### src/rtl/spi_mon_pkg.sv
// Shared types and constants for the SPI stream monitor.
package spi_mon_pkg;

    typedef enum logic [0:0] {IDLE, ACTIVE} mon_state_t;
    typedef enum logic [1:0] {MODE_WORD, MODE_LEN, MODE_CNT_SUM, MODE_MINMAX} mon_mode_t;

    localparam logic [2:0] RGB_OFF  = 3'b000;
    localparam logic [2:0] RGB_DATA = 3'b010;
    localparam logic [2:0] RGB_LAST = 3'b101;
    localparam logic [2:0] RGB_ERR  = 3'b100;

    localparam int SUM_WIDTH  = 16;
    localparam int FCNT_WIDTH = 16;

endpackage

### src/rtl/spi_mon_frame_stats.sv
// Per-frame word count, checksum and (with SPI_STREAM_MONITOR_MINMAX_EN) min/max,
// latched into last_* on commit.
module spi_mon_frame_stats
    import spi_mon_pkg::*;
#(
    parameter int DATA_WIDTH = 8,
    parameter int CNT_WIDTH  = 20
) (
    input  logic                  clk_in,
    input  logic                  rst_in,
    input  logic [DATA_WIDTH-1:0] data,
    input  logic                  acc,
    input  logic                  start,
    input  logic                  commit,
    input  logic                  clear,
    output logic [CNT_WIDTH-1:0]  len_nxt,
    output logic [CNT_WIDTH-1:0]  last_len,
    output logic [SUM_WIDTH-1:0]  last_sum
`ifdef SPI_STREAM_MONITOR_MINMAX_EN
    ,
    output logic [DATA_WIDTH-1:0] last_min,
    output logic [DATA_WIDTH-1:0] last_max
`endif
);

    localparam logic [CNT_WIDTH-1:0] CNT_MAX = {CNT_WIDTH{1'b1}};

    logic [CNT_WIDTH-1:0] cnt_q, cnt_d;
    logic [SUM_WIDTH-1:0] sum_q, sum_d;

    always_comb begin
        cnt_d = cnt_q;
        sum_d = sum_q;
        if (acc) begin
            if (start) begin
                cnt_d = CNT_WIDTH'(1);
                sum_d = SUM_WIDTH'(data);
            end else begin
                cnt_d = (cnt_q == CNT_MAX) ? cnt_q : cnt_q + CNT_WIDTH'(1);
                sum_d = sum_q + SUM_WIDTH'(data);
            end
        end
    end

    assign len_nxt = cnt_d;

    always_ff @(posedge clk_in or negedge rst_in) begin
        if (!rst_in) begin
            cnt_q    <= '0;
            sum_q    <= '0;
            last_len <= '0;
            last_sum <= '0;
        end else begin
            cnt_q <= clear ? '0 : cnt_d;
            sum_q <= clear ? '0 : sum_d;
            if (commit) begin
                last_len <= cnt_d;
                last_sum <= sum_d;
            end
        end
    end

`ifdef SPI_STREAM_MONITOR_MINMAX_EN
    logic [DATA_WIDTH-1:0] min_q, min_d, max_q, max_d;

    always_comb begin
        min_d = min_q;
        max_d = max_q;
        if (acc) begin
            min_d = (start || data < min_q) ? data : min_q;
            max_d = (start || data > max_q) ? data : max_q;
        end
    end

    always_ff @(posedge clk_in or negedge rst_in) begin
        if (!rst_in) begin
            min_q    <= '0;
            max_q    <= '0;
            last_min <= '0;
            last_max <= '0;
        end else begin
            min_q <= clear ? '0 : min_d;
            max_q <= clear ? '0 : max_d;
            if (commit) begin
                last_min <= min_d;
                last_max <= max_d;
            end
        end
    end
`endif

endmodule

### src/rtl/spi_stream_monitor.sv
// Frame-aware monitor for the SPI receiver output: frame FSM, stall timeout,
// display mux and sticky errors. Mode 3 min/max needs SPI_STREAM_MONITOR_MINMAX_EN.
//
// state  | meaning
// IDLE   | between frames; next accepted word starts a frame
// ACTIVE | inside a frame; waiting for the final word or a stall timeout
module spi_stream_monitor
    import spi_mon_pkg::*;
#(
    parameter int DATA_WIDTH     = 8,
    parameter int EXP_PIXELS     = 4800,
    parameter int CNT_WIDTH      = 20,
    parameter int TIMEOUT_CYCLES = 100000
) (
    input  logic                  clk_in,
    input  logic                  rst_in,
    input  logic [DATA_WIDTH-1:0] data_in,
    input  logic                  data_valid_in,
    input  logic                  final_pixel_in,
    input  logic [1:0]            mode_in,
    input  logic                  clr_err_in,
    output logic [31:0]           val_out,
    output logic                  frame_done_out,
    output logic                  len_err_out,
    output logic                  timeout_err_out,
    output logic [2:0]            rgb_out
);

    localparam int IDLE_W = (TIMEOUT_CYCLES > 2) ? $clog2(TIMEOUT_CYCLES) : 1;
    localparam logic [IDLE_W-1:0] IDLE_RELOAD = IDLE_W'(TIMEOUT_CYCLES - 1);

    mon_state_t            state_q, state_d;
    logic                  start, commit, abort;
    logic [IDLE_W-1:0]     idle_q;
    logic [CNT_WIDTH-1:0]  len_nxt, last_len;
    logic [SUM_WIDTH-1:0]  last_sum;
    logic [FCNT_WIDTH-1:0] frame_cnt_q;
    logic [DATA_WIDTH-1:0] last_word_q;
    logic [2:0]            rgb_word_q;
    logic [31:0]           val_q, val_d;
    logic                  done_q, len_err_q, to_err_q, len_set;
`ifdef SPI_STREAM_MONITOR_MINMAX_EN
    logic [DATA_WIDTH-1:0] last_min, last_max;
`endif

    spi_mon_frame_stats #(
        .DATA_WIDTH (DATA_WIDTH),
        .CNT_WIDTH  (CNT_WIDTH)
    ) u_stats (
        .clk_in   (clk_in),
        .rst_in   (rst_in),
        .data     (data_in),
        .acc      (data_valid_in),
        .start    (start),
        .commit   (commit),
        .clear    (abort),
        .len_nxt  (len_nxt),
        .last_len (last_len),
        .last_sum (last_sum)
`ifdef SPI_STREAM_MONITOR_MINMAX_EN
        ,
        .last_min (last_min),
        .last_max (last_max)
`endif
    );

    // Idle timer is a down-counter reloaded by every word; expiry at zero.
    always_comb begin
        state_d = state_q;
        start   = 1'b0;
        commit  = 1'b0;
        abort   = 1'b0;
        case (state_q)
            IDLE: begin
                if (data_valid_in) begin
                    start = 1'b1;
                    if (final_pixel_in) commit  = 1'b1;
                    else                state_d = ACTIVE;
                end
            end
            ACTIVE: begin
                if (data_valid_in) begin
                    if (final_pixel_in) begin
                        commit  = 1'b1;
                        state_d = IDLE;
                    end
                end else if (idle_q == '0) begin
                    abort   = 1'b1;
                    state_d = IDLE;
                end
            end
        endcase
    end

    assign len_set = commit && (len_nxt != CNT_WIDTH'(EXP_PIXELS));

    always_comb begin
        val_d = 32'h0;
        case (mon_mode_t'(mode_in))
            MODE_WORD:    val_d = 32'(last_word_q);
            MODE_LEN:     val_d = 32'(last_len);
            MODE_CNT_SUM: val_d = {frame_cnt_q, last_sum};
`ifdef SPI_STREAM_MONITOR_MINMAX_EN
            MODE_MINMAX:  val_d = {16'(last_max), 16'(last_min)};
`else
            MODE_MINMAX:  val_d = 32'h0;
`endif
        endcase
    end

    always_ff @(posedge clk_in or negedge rst_in) begin
        if (!rst_in) begin
            state_q     <= IDLE;
            idle_q      <= '0;
            frame_cnt_q <= '0;
            last_word_q <= '0;
            rgb_word_q  <= RGB_OFF;
            val_q       <= '0;
            done_q      <= 1'b0;
            len_err_q   <= 1'b0;
            to_err_q    <= 1'b0;
        end else begin
            state_q <= state_d;
            if (data_valid_in)
                idle_q <= IDLE_RELOAD;
            else if (abort)
                idle_q <= '0;
            else if (state_q == ACTIVE && idle_q != '0)
                idle_q <= idle_q - IDLE_W'(1);
            if (commit)
                frame_cnt_q <= frame_cnt_q + FCNT_WIDTH'(1);
            if (data_valid_in) begin
                last_word_q <= data_in;
                rgb_word_q  <= final_pixel_in ? RGB_LAST : RGB_DATA;
            end
            val_q     <= val_d;
            done_q    <= commit;
            len_err_q <= len_set | (len_err_q & ~clr_err_in);
            to_err_q  <= abort   | (to_err_q  & ~clr_err_in);
        end
    end

    assign val_out         = val_q;
    assign frame_done_out  = done_q;
    assign len_err_out     = len_err_q;
    assign timeout_err_out = to_err_q;
    assign rgb_out         = (len_err_q || to_err_q) ? RGB_ERR : rgb_word_q;

endmodule
### config.mk
export PLATFORM = sky130hd
export DESIGN_NAME = spi_stream_monitor
export DESIGN_NICKNAME = d
export VERILOG_FILES = /design/src/rtl/spi_mon_pkg.sv /design/src/rtl/spi_mon_frame_stats.sv /design/src/rtl/spi_stream_monitor.sv
export SDC_FILE = /design/constraint.sdc
export NUM_CORES = 1
export LEC_CHECK = 0
export ABC_AREA = 1
export CELL_PAD_IN_SITES_DETAIL_PLACEMENT = 0
export CELL_PAD_IN_SITES_GLOBAL_PLACEMENT = 1
export CORE_UTILIZATION = 44
export CTS_CLUSTER_SIZE = 24
export DETAILED_ROUTE_END_ITERATION = 8
export GPL_TIMING_DRIVEN = 1
export PLACE_DENSITY_LB_ADDON = 0.1
export SETUP_SLACK_MARGIN = 0.3
export SYNTH_ARGS = -nofsm -noshare
export SYNTH_HDL_FRONTEND = slang
export SYNTH_SLANG_ARGS = --single-unit
### constraint.sdc
create_clock -name clk_in -period 2.5 [get_ports clk_in]
set_input_delay 0.5 -clock clk_in [delete_from_list [all_inputs] [get_ports clk_in]]
set_output_delay 0.5 -clock clk_in [all_outputs]
set_load 0.01 [all_outputs]
# --- Yosys cells after proc, flatten, opt, wreduce, memory -nomap -nowiden ---
# Index checks and enable logic that the tools add are counted.
totals:
  out_inout_bits: 38
  input_bits: 15
  word_cells: 60
  register_bits: 152
classes:
  n_reduce_logical: 7
  eq_ne: 5
  n_mux: 25
  bitwise_logic: 6
  addsub: 4
ops:
  columns: ["op", "n"]
  rows:
  - ["$pmux 32 s4", 1]
  - ["$mux 20", 4]
  - ["$mux 17", 3]
  - ["$mux 16", 3]
  - ["$add 20x1->20 const B", 1]
  - ["$eq 20x20->1 const B", 1]
  - ["$ne 20x13->1 const B", 1]
  - ["$logic_not 17->1", 1]
  - ["$reduce_bool 17->1", 1]
  - ["$sub 17x1->17 const B", 1]
  - ["$add 16x1->16 const B", 1]
  - ["$add 16x8->16", 1]
  - ["$mux 1", 11]
  - ["$mux 3", 2]
  - ["$eq 2x2->1 const B", 2]
  - ["$reduce_bool 3->1", 1]
  - ["$and 1x1->1", 2]
  - ["$eq 2x1->1 const B", 1]
  - ["$logic_and 1x1->1", 2]
  - ["$logic_not 2->1", 1]
  - ["$not 1->1", 2]
  - ["$or 1x1->1", 2]
  - ["$pmux 1 s2", 1]
  - ["$logic_or 1x1->1", 1]

# --- Longest topological paths before layout ---
logic_depth:
  word_depth: 7
  ltp_mapped: 16
  ltp_nobuf: 16

# --- Cells and area by module ---
# Synthesis repeated with hierarchy kept, for this count alone.
unflattened:
  hier_cells: 1007
  hier_area_um2: 7770.0
by_module_without_submodules:
  columns: ["mod", "seq_area_each_um2", "n_inst", "area_per_inst_um2", "cells_per_inst"]
  rows:
  - ["spi_mon_frame_stats", 1801.7, 1, 4164.0, 586]
  - ["spi_stream_monitor", 1976.9, 1, 3606.0, 421]

# --- Worst setup path before layout ---
# Ideal clock, no wire load.
synth_path:
  path_kind: "input port to flip-flop"
  from: "input port data_in[0]"
  to: "register u_stats.last_sum[8]"
  slack_ns: 0.283
  required_ns: 2.424
  n_path_buf: 0
  cell_stages: 13
  setup_ns: 0.076
  t_arrival_ns: 2.141
  path_cell_list: "ha_1 > inv_1 > fa_1 > inv_1 > nand3_1 > nand2_1 > a21oi_1 > nor2_1 > o21ai_1 > nand2_1 > a21oi_1 > or2_2 > o21ai_1"
synth_between:
  elab_chain_len: 3
synth_lines:
  columns: ["item", "line_no", "text"]
  rows:
  - ["from (decl)", "spi_stream_monitor.sv:17", "input logic [DATA_WIDTH-1:0] data_in,"]
  - ["$add 16x8->16", "spi_mon_frame_stats.sv:40", "sum_d = sum_q + SUM_WIDTH'(data);"]
  - ["$mux 16", "spi_mon_frame_stats.sv:35", "if (start) begin"]
  - ["$mux 16", "spi_mon_frame_stats.sv:34", "if (acc) begin"]
  - ["to (signal assigned)", "spi_mon_frame_stats.sv:58", "last_sum <= sum_d;"]
  - ["to (decl)", "spi_mon_frame_stats.sv:18", "output logic [SUM_WIDTH-1:0] last_sum"]
# Every way passes these cells.
# A chain may end at the register's enable or synchronous reset.

# --- Worst setup path in the final report ---
layout_path:
  from: "register u_stats.cnt_q[1]"
  to: "register len_err_q (netlist: len_err_out)"
layout_between:
  elab_chain_len: 7
  word_cells_on_any_way: 8
  cone_classes: "add/sub (1); eq/ne (2); mux (3); bitwise (1); reduce/logical (1)"
layout_lines:
  columns: ["item", "line_no", "text"]
  rows:
  - ["from (decl)", "spi_mon_frame_stats.sv:28", "logic [CNT_WIDTH-1:0] cnt_q, cnt_d;"]
  - ["from (signal assigned)", "spi_mon_frame_stats.sv:54", "cnt_q <= clear ? '0 : cnt_d;"]
  - ["$add 20x1->20 / $eq 20x20->1 (equally long branches)", "spi_mon_frame_stats.sv:39", "cnt_d = (cnt_q == CNT_MAX) ? cnt_q : cnt_q + CNT_WIDTH'(1);"]
  - ["$mux 20", "spi_mon_frame_stats.sv:39", null]
  - ["$mux 20", "spi_mon_frame_stats.sv:35", null]
  - ["$mux 20 *", "spi_mon_frame_stats.sv:34", null]
  - ["$ne 20x13->1 *", "spi_stream_monitor.sv:95", "assign len_set = commit && (len_nxt != CNT_WIDTH'(EXP_PIXELS));"]
  - ["$logic_and 1x1->1 *", "spi_stream_monitor.sv:95", null]
  - ["$or 1x1->1 *", "spi_stream_monitor.sv:138", "len_err_q <= len_set | (len_err_q & ~clr_err_in);"]
  - ["to (signal assigned)", "spi_stream_monitor.sv:138", null]
  - ["to (decl)", "spi_stream_monitor.sv:41", "logic done_q, len_err_q, to_err_q, len_set;"]
# Mark *: on every way between the ends. The rest lies on a longest branch, timed or not.

==> flow_summary.json <==
{
  "io_pins": 53,
  "cts-root-buf": "clkbuf_16",
  "drt_iter0_markers": 340,
  "drt_pass1_iterations": 5,
  "yosysUniqueCellTypes": 43,
  "whs_ns": 0.009857,
  "fmax_mhz": 459.0,
  "antenna_found_initial": 0,
  "slew_headroom_pct": 56.69,
  "drive_above_1_share_pct": 16.39,
  "finClkSkew_ns": 0.008646,
  "syn_nets": 931,
  "die_h_um": 131.8,
  "via_count": 6391,
  "cts_tree": "built",
  "gr-total-overflow": 0,
  "synth.cell_area_um2": 7417,
  "yosysWarnings": 0,
  "max-clock-path-buffers": 2,
  "finalNetCount": 1035,
  "wl_per_cell_um": 15.73,
  "clk_latency_ns": 0.42,
  "post-route-min-period_ns": 2.179,
  "tightest_slew_ns": 0.6490,
  "cp_max_fo": 6,
  "ant_nets": 0,
  "powerDensity_nw_per_um2": 775.0,
  "syn_inst": 904,
  "grt_usage_pct": 23.52,
  "post-route-cell-area_um2": 9447,
  "initial_core_util_pct": 44.89,
  "critPathLaunchType": "flop",
  "async_reset_ff_share_pct": 100.0,
  "synth_common_cells": "nand2_1, dfrtp_1, nor2_1",
  "place_area_um2": 8446,
  "p_leak_nw": 4.590,
  "htree_num_levels": 4,
  "fill_cells": 1510,
  "fin_crit_sh_pct": 87.14,
  "synth_area_leaders": "dfrtp_1, nand2_1, nor2_1, inv_1, o21ai_0",
  "core-area_um2": 16520,
  "portBuffers": 52,
  "crit_buf_inv": 0,
  "diodes": 0,
  "yosys_register_bits": 151,
  "globalplace.congestion": 0.8546,
  "min_path_type": "in -> async",
  "cp_cell_sequence": "ha_4, nand2_2, nor2_4, nand2_4, nor2_4, nand2_8, nand2_1, nand2_1, nand2_2, nand2_2, nor2_1, nand2_1, nor2_1, nand3_1, nand2_1, nand2_1",
  "vias_per_cell": 5.158,
  "finalWirelength_um": 19490,
  "vdd_drop_max_mv": 0.6868,
  "route.detailed.drc": 0,
  "rsz0062_at_grt": "yes",
  "grt_pass1_vias": 6311,
  "critical_path_class": "reg -> reg",
  "synth.avg_cell_area_um2": 8.205,
  "layout_setup_ws_ns": 0.3214,
  "status": "complete, no violations",
  "area_growth_syn_to_layout_pct": 27.36,
  "endpoint_kind": "flop",
  "die_area_um2": 17380,
  "hold_viol": 0,
  "max_stage_delay_ns": 0.42,
  "grt_max_degree": 73,
  "synth_top_area_share_pct": 50.94,
  "synth_top_cell_by_area": "dfrtp_1",
  "critical_path.top_delay_family": "simple AND/OR/NAND/NOR gates",
  "clkTransAtPathRegs_ns": 0.06,
  "synthMostInstantiatedCell": "nand2_1",
  "crit_arrival_ns": 2.49,
  "ys_seq_area_share_pct": 50.94,
  "chipWidth_um": 131.8,
  "cts.sinks": 151,
  "grt_pass1_wl_um": 32200,
  "slew_violations": 0,
  "critPathRequiredTime_ns": 2.81,
  "dp_hpwl_um": 13560,
  "place_worst_setup_slack_ns": -0.3651,
  "cpMostUsedCell": "nand2_1",
  "setup_viol": 0,
  "synth-main-ff-cell": "dfrtp_1",
  "row_count": 47,
  "synth_edf_count": 0,
  "cpMaxStageDelayCell": "dfrtp_1",
  "cts_buffers": 17,
  "cap_violations": 0
}
## report_power, final
part | internal (mW) | switching (mW)
registers | 2.79 | 0.268
clock network | 1.62 | 1.01
logic | 0.742 | 0.895
total | 5.15 | 2.17
## registers in the layout, summed over array words and instances (netlist names), 2 cells and up
register          flops
val_out              32
u_stats.cnt_q        20
u_stats.last_len     20
idle_q               17
frame_cnt_q          16
u_stats.last_sum     16
u_stats.sum_q        16
last_word_q           8
rgb_word_q            2
## kinds of logic (layout without fill, tap and decap cells)
| kind of cell | after synthesis | in the layout | share of synthesized area [%] |
|---|---|---|---|
| DFF | 151 | 151 | 50.94 |
| and+or+nand+nor | 446 | 447 | 26.48 |
| adders and majority gates | 12 | 12 | 2.125 |
| buffers and inverters | 134 | 248 | 7.119 |
| AOI/OAI and AO/OA | 130 | 130 | 9.666 |
| xor gates and xnor gates | 31 | 31 | 3.661 |
## area by class of cell
| cell class | count | area (um^2) | share of cell area, % |
|---|---|---|---|
| clock inverter | 11 | 150.1 | 1.589 |
| multi-input combinational | 620 | 3353 | 35.50 |
| timing repair buffer | 114 | 1042 | 11.03 |
| inverter | 104 | 390.4 | 4.132 |
| sequential | 151 | 3782 | 40.04 |
| tap | 220 | 275.3 | 2.914 |
| clock buffer | 19 | 452.9 | 4.795 |
## worst paths after layout
kind	start	end	slack (ns)	cells after the start
worst min register to register	last_word_q[0]	last_word_q[0]	0.47	2
min in group clk_in	data_in[5]	last_word_q[5]	0.47	3
worst max register to register	u_stats.cnt_q[1]	len_err_out	0.32	16
worst min-delay path	rst_in	u_stats.last_len[18]	0.01	1
max in group asynchronous	rst_in	idle_q[2]	1.73	2
worst max-delay path	u_stats.cnt_q[1]	len_err_out	0.32	16
## per-layer routing
layer / track usage (%) / vias to the layer above / share of wire (%)
met5: 0 / - / 0
met4: 8.140 / 0 / 2.2
met3: 4.767 / 26 / 3.8
met2: 38.01 / 135 / 48
met1: 31.55 / 3115 / 46
li1: - / 3115 / -
## worst reg2reg max path, delay by kind of cell (launching register included)
family	cells	cell delay [ns]
adder cells (fa/ha/maj)	1	0.17
flip-flops	1	0.42
AND/OR/NAND/NOR	15	1.47
## through the flow
| step | cells | total power, mW | setup TNS [ns] | util, % |
|---|---|---|---|---|
| finish | 1239 | 7.321 | 0 | 57.17 |
| global route | 1239 | 7.724 | 0 | 57.17 |
| CTS | 1222 | 7.267 | 0 | 55.14 |
| detailed placement | 1188 | 4.558 | -2.889 | 51.11 |
| global placement | 1188 | 4.512 | -2.030 | 51.11 |
| floorplan | 904 | 3.913 | 0 | - |
## placed cells by master, fill, tap and decap left out, types with 17 or more instances in the layout
cell	n
inv_1	96
clkbuf_16	17
dfrtp_1	148
a21oi_1	26
nor2_1	96
o21ai_0	63
nand3_1	59
xor2_1	27
clkdlybuf4s50_1	43
nand2_1	220
buf_4	58
## timing repair
action | in CTS | in global routing
pin swaps | 3 | 24
cloned | 0 | 1
setup buffers | 4 | 16
hold endpoints to repair | 0 | 0
resized for setup | 14 | 51
endpoints found under the setup margin | 14 | 35
hold buffers | 0 | 0
No activity file was read; power rests on OpenSTA's default activity.
